[config.mk]
export PLATFORM = sky130hd
export DESIGN_NAME = sobel_mem_arbiter
export DESIGN_NICKNAME = d
export VERILOG_FILES = /design/src/rtl/sobel_mem_arbiter.sv
export SDC_FILE = /design/constraint.sdc
export NUM_CORES = 1
export LEC_CHECK = 0
export CORE_MARGIN = 5
export CORE_UTILIZATION = 43
export DETAILED_ROUTE_END_ITERATION = 10
export PLACE_DENSITY = 0.88
export REMOVE_ABC_BUFFERS = 1
export SLEW_MARGIN = 40
export SYNTH_ARGS = -nofsm -noshare
export SYNTH_HDL_FRONTEND = slang
export SYNTH_SLANG_ARGS = --single-unit
[constraint.sdc]
create_clock -name clk -period 3.8 [get_ports clk]
set_clock_uncertainty 0.1 [all_clocks]
set_input_delay 0.95 -clock clk [delete_from_list [all_inputs] [get_ports clk]]
set_output_delay 0.95 -clock clk [all_outputs]
set_load 0.02 [all_outputs]
[src/rtl/sobel_mem_arbiter.sv]
// sobel_mem_arbiter: shares the single memory port between the window-fetch
// read channel and the gradient write channel. Level req / one-cycle ack on
// all sides. Round-robin by default; defining SOBEL_ARB_WR_PRIO_EN switches
// to fixed write priority. A watchdog aborts a memory access that is never
// acknowledged (TIMEOUT_CYCLES = 0 disables it).
//
// Handshake: a requester raises req with stable addr/data and holds it until
// it sees a one-cycle ack. m_req is held from the cycle after the grant
// decision until m_ack is sampled or the watchdog fires. m_ack is honoured
// only while m_req is high.
module sobel_mem_arbiter #(
  parameter int ADDR_W         = 32,
  parameter int RDATA_W        = 72,
  parameter int WDATA_W        = 16,
  parameter int TIMEOUT_CYCLES = 255
) (
  input  logic               clk,
  input  logic               rst_n,
  input  logic               rd_req,
  input  logic [ADDR_W-1:0]  rd_addr,
  output logic               rd_ack,
  output logic [RDATA_W-1:0] rd_rdata,
  input  logic               wr_req,
  input  logic [ADDR_W-1:0]  wr_addr,
  input  logic [WDATA_W-1:0] wr_wdata,
  output logic               wr_ack,
  output logic               m_req,
  output logic               m_we,
  output logic [ADDR_W-1:0]  m_addr,
  output logic [WDATA_W-1:0] m_wdata,
  input  logic [RDATA_W-1:0] m_rdata,
  input  logic               m_ack,
  output logic               busy,
  output logic               timeout_err,
  output logic               err_sticky,
  input  logic               err_clr,
  output logic [1:0]         dbg_state_o
);

  typedef enum logic [1:0] {
    IDLE  = 2'd0,
    GRANT = 2'd1,
    RESP  = 2'd2
  } state_t;

  localparam bit WD_EN = (TIMEOUT_CYCLES != 0);
  localparam int CNT_W = (TIMEOUT_CYCLES > 0) ? $clog2(TIMEOUT_CYCLES + 1) : 1;
  // Abort in the last permitted waiting cycle so m_req is high for exactly
  // TIMEOUT_CYCLES cycles.
  localparam logic [CNT_W-1:0] CNT_LAST = CNT_W'(TIMEOUT_CYCLES - 1);

  state_t               state_q, state_d;
  logic [CNT_W-1:0]     cnt_q, cnt_d;
  logic                 we_q, we_d;
  logic [ADDR_W-1:0]    addr_q, addr_d;
  logic [WDATA_W-1:0]   wdata_q, wdata_d;
  logic [RDATA_W-1:0]   rdata_q, rdata_d;
  logic                 abort_q, abort_d;
  logic                 err_q, err_d;
  logic                 err_set;
  logic                 pick_wr;

`ifdef SOBEL_ARB_WR_PRIO_EN
  // Fixed priority: pending results always drain before new windows.
  always_comb begin
    pick_wr = wr_req;
  end
`else
  logic last_wr_q, last_wr_d;

  // Round-robin: on contention, grant the channel not served last.
  always_comb begin
    pick_wr = wr_req && (!rd_req || !last_wr_q);
  end
`endif

  // Next-state, latching and watchdog logic.
  always_comb begin
    state_d = state_q;
    cnt_d   = cnt_q;
    we_d    = we_q;
    addr_d  = addr_q;
    wdata_d = wdata_q;
    rdata_d = rdata_q;
    abort_d = abort_q;
    err_set = 1'b0;
`ifndef SOBEL_ARB_WR_PRIO_EN
    last_wr_d = last_wr_q;
`endif
    case (state_q)
      IDLE: begin
        if (rd_req || wr_req) begin
          we_d    = pick_wr;
          addr_d  = pick_wr ? wr_addr : rd_addr;
          if (pick_wr) wdata_d = wr_wdata;
          cnt_d   = '0;
          abort_d = 1'b0;
          state_d = GRANT;
        end
      end
      GRANT: begin
        if (cnt_q != '1) cnt_d = cnt_q + 1'b1;
        if (m_ack) begin
          if (!we_q) rdata_d = m_rdata;
          state_d = RESP;
        end else if (WD_EN && (cnt_q == CNT_LAST)) begin
          if (!we_q) rdata_d = '0;
          abort_d = 1'b1;
          err_set = 1'b1;
          state_d = RESP;
        end
      end
      RESP: begin
`ifndef SOBEL_ARB_WR_PRIO_EN
        last_wr_d = we_q;
`endif
        state_d = IDLE;
      end
      default: state_d = IDLE;
    endcase
    // A new timeout takes precedence over a simultaneous clear.
    err_d = err_set ? 1'b1 : (err_clr ? 1'b0 : err_q);
  end

  // State and datapath registers; synchronous active-low reset.
  always_ff @(posedge clk) begin
    if (!rst_n) begin
      state_q <= IDLE;
      cnt_q   <= '0;
      we_q    <= 1'b0;
      addr_q  <= '0;
      wdata_q <= '0;
      rdata_q <= '0;
      abort_q <= 1'b0;
      err_q   <= 1'b0;
`ifndef SOBEL_ARB_WR_PRIO_EN
      last_wr_q <= 1'b1;
`endif
    end else begin
      state_q <= state_d;
      cnt_q   <= cnt_d;
      we_q    <= we_d;
      addr_q  <= addr_d;
      wdata_q <= wdata_d;
      rdata_q <= rdata_d;
      abort_q <= abort_d;
      err_q   <= err_d;
`ifndef SOBEL_ARB_WR_PRIO_EN
      last_wr_q <= last_wr_d;
`endif
    end
  end

  // Outputs decoded from registered state only.
  always_comb begin
    m_req       = (state_q == GRANT);
    m_we        = we_q;
    m_addr      = addr_q;
    m_wdata     = wdata_q;
    rd_rdata    = rdata_q;
    rd_ack      = (state_q == RESP) && !we_q;
    wr_ack      = (state_q == RESP) && we_q;
    timeout_err = (state_q == RESP) && abort_q;
    busy        = (state_q != IDLE);
    err_sticky  = err_q;
    dbg_state_o = state_q;
  end

endmodule

==> qor.csv <==
metric,value,unit
viasPerCell,5.24,
routedWlPerCell,17.1,um
ys_seq_area_share,47.8,%
fin_nets,1049,
cp-end-kind,primary output,
wirelength,18400,um
cts_resized,0,
max-slew-margin-rel,53.0,%
synth_ff_type,dfxtp_1,
crit_required,2.75,ns
yosys.area.top_type,dfxtp_1,
reg2reg_setup_slack,1.53,ns
postLayoutCoreUtil,71.7,%
fin_tns_setup,0,ns
status,"finished, final reports clean",
port_buffers,286,
io_pins,287,
drive_above_1_share,4.89,%
wl_met3,1880,um
async_flop_share,0,%
cts_buffer_depth,2,
num_rows,41,
powerDensity,440,nW/um^2
grt-ovfl-total,0,
yosysMostFrequentCell,nand2_1,
grt_util_all_layers,22.9,%
htree_levels,4,
grt_pass1_wl,28800,um
min_period_over_period,80.3,%
synth_edf_count,0,
critPathKind,register to primary output,
final_cell_area,9120,um^2
post-place-cells,1042,
fin_hold_ws,0.352,ns
highest_layer,met4,
avgSynthCellArea,8.91,um^2
hpwl,13000,um
hold_buffers,0,
synthTopCellsByCount,"145 x nand2_1, 134 x dfxtp_1, 77 x o21ai_0, 72 x a21boi_1",
fin_ws,0.748,ns
syn_inst,630,
synthTopCellsByArea,"dfxtp_1 48%, nand2_1 9.7%, a21boi_1 9.6%, o21ai_0 6.9%, mux2i_1 5.9%",
root_buffer,clkbuf_16,
hold_viol_final,0,
setup_viol,0,
core-area,12700,um^2
crit_path_start_kind,register,
path_clk_slew,0.05,ns
dr_wl_met2,8990,um
worstHoldPathCells,2,
crit_start,dbg_state_o[1],
slew_viol_final,0,
power,4.01,mW
tightest_slew,0.699,ns
synth_area,5610,um^2
gp_congestion,0.888,
tritoncts,done,
synth_top_area_share,47.8,%
areaGrowthSynthToFinish,62.5,%
r2r_end,rd_rdata[70],
placed_cell_area,8540,um^2
yosysWarnings,0,
grt_pass1_vias,5481,
clkSinkCount,134,
min_path_type,register to register,
clkLatencyLatePin,0.40,ns
instances_no_fill,1072,
first_pass_iters,5,
drt_iter0_drc,506,
drc,0,
rsz0062_at_grt,no,
min_period,3.05,ns
ant_nets,0,
cts_made_buffers,17,
p_leak,3.56,nW
post-place-ws,0.914,ns
reg2reg_depth,5,
grt_start_max_net_pins,73,
r2r-start,dbg_state_o[0],
num_vias,5619,
dieWidth,124,um
wl_met1,7240,um
cp-endpoint,rd_ack,
die_h,124,um
irDropWorstVdd,0.000266,V
ys_seq_elements,134,
drv_cap,0,
yosysUniqueCellTypes,39,
antenna_found_initial,0,
clock.fmax,0.328,GHz
path_max_fanout,10,
post_cts_buffers,0,
floorplan.initialDensity,44.1,%
cp.arrival,2.00,ns
antenna_cells,0,
dieArea,15400,um^2
[worst max-delay path: stages, from the launching register on]
cell,delay [ns]
dfxtp_1,0.54
nor2b_1,0.29
nor2b_1,0.16
clkdlybuf4s50_1,0.61
[per-layer routing]
layer  vias up  track usage, %
li1       2694               -
met1      2634            25.6
met2       271            39.1
met3        20            10.0
met4         0            7.29
met5         -               0
[cell usage in the layout, fill, tap and decap left out, types with 2 or more instances in the layout]
master | netlist | final
nor3_1 | 4 | 4
buf_4 | 4 | 8
mux2i_1 | 33 | 33
a21boi_1 | 72 | 71
clkinv_2 | 0 | 5
clkbuf_1 | 25 | 2
nand2_1 | 145 | 145
nand4_1 | 2 | 2
nor2b_1 | 3 | 3
nor2_1 | 5 | 5
ha_1 | 2 | 2
nor4_1 | 3 | 3
clkdlybuf4s50_1 | 0 | 285
a21oi_1 | 5 | 5
clkbuf_16 | 0 | 17
inv_1 | 6 | 6
dfxtp_1 | 134 | 134
o21ai_0 | 77 | 77
bufinv_16 | 0 | 3
and2_1 | 6 | 6
o211a_1 | 33 | 33
nand3_1 | 4 | 4
o211ai_1 | 2 | 2
a21boi_0 | 20 | 20
[power breakdown]
part | switching, mW | internal (mW)
clock network | 0.582 | 1.04
registers | 0.0530 | 1.51
logic | 0.407 | 0.425
[worst min-delay path by stage]
stage                      startpoint           to  slack [ns]
after detailed placement      abort_q      abort_q        0.35
after global routing      m_wdata[11]  m_wdata[11]        0.38
after floorplan               abort_q      abort_q        0.32
after global placement        abort_q      abort_q        0.34
final                         abort_q      abort_q        0.35
after CTS                     abort_q      abort_q        0.35
[cell type report]
type / instances / area (um^2)
clock buffers: 20 / 447
clock inverters: 10 / 131
fillers: 964 / 3600
inverters: 7 / 26.3
multi-input cells: 435 / 2690
flip-flops and latches: 134 / 2680
well taps: 172 / 215
repair buffers: 294 / 2930
[kinds of logic after synthesis]
| kind of cell | share of synthesized area [%] |
|---|---|
| AO/OA/AOI/OAI | 26.8 |
| adder cells (fa/ha/maj) | 0.446 |
| buffers and inverters | 4.91 |
| flip-flops | 47.8 |
| multiplexers | 5.89 |
| AND/OR/NAND/NOR | 14.1 |
[registers in the layout, summed over array words and instances, names as in the netlist]
name         flops
abort_q          1
cnt_q            8
dbg_state_o      2
err_sticky       1
last_wr_q        1
m_addr          32
m_wdata         16
m_we             1
rd_rdata        72
(Power assumes the default switching activity.)
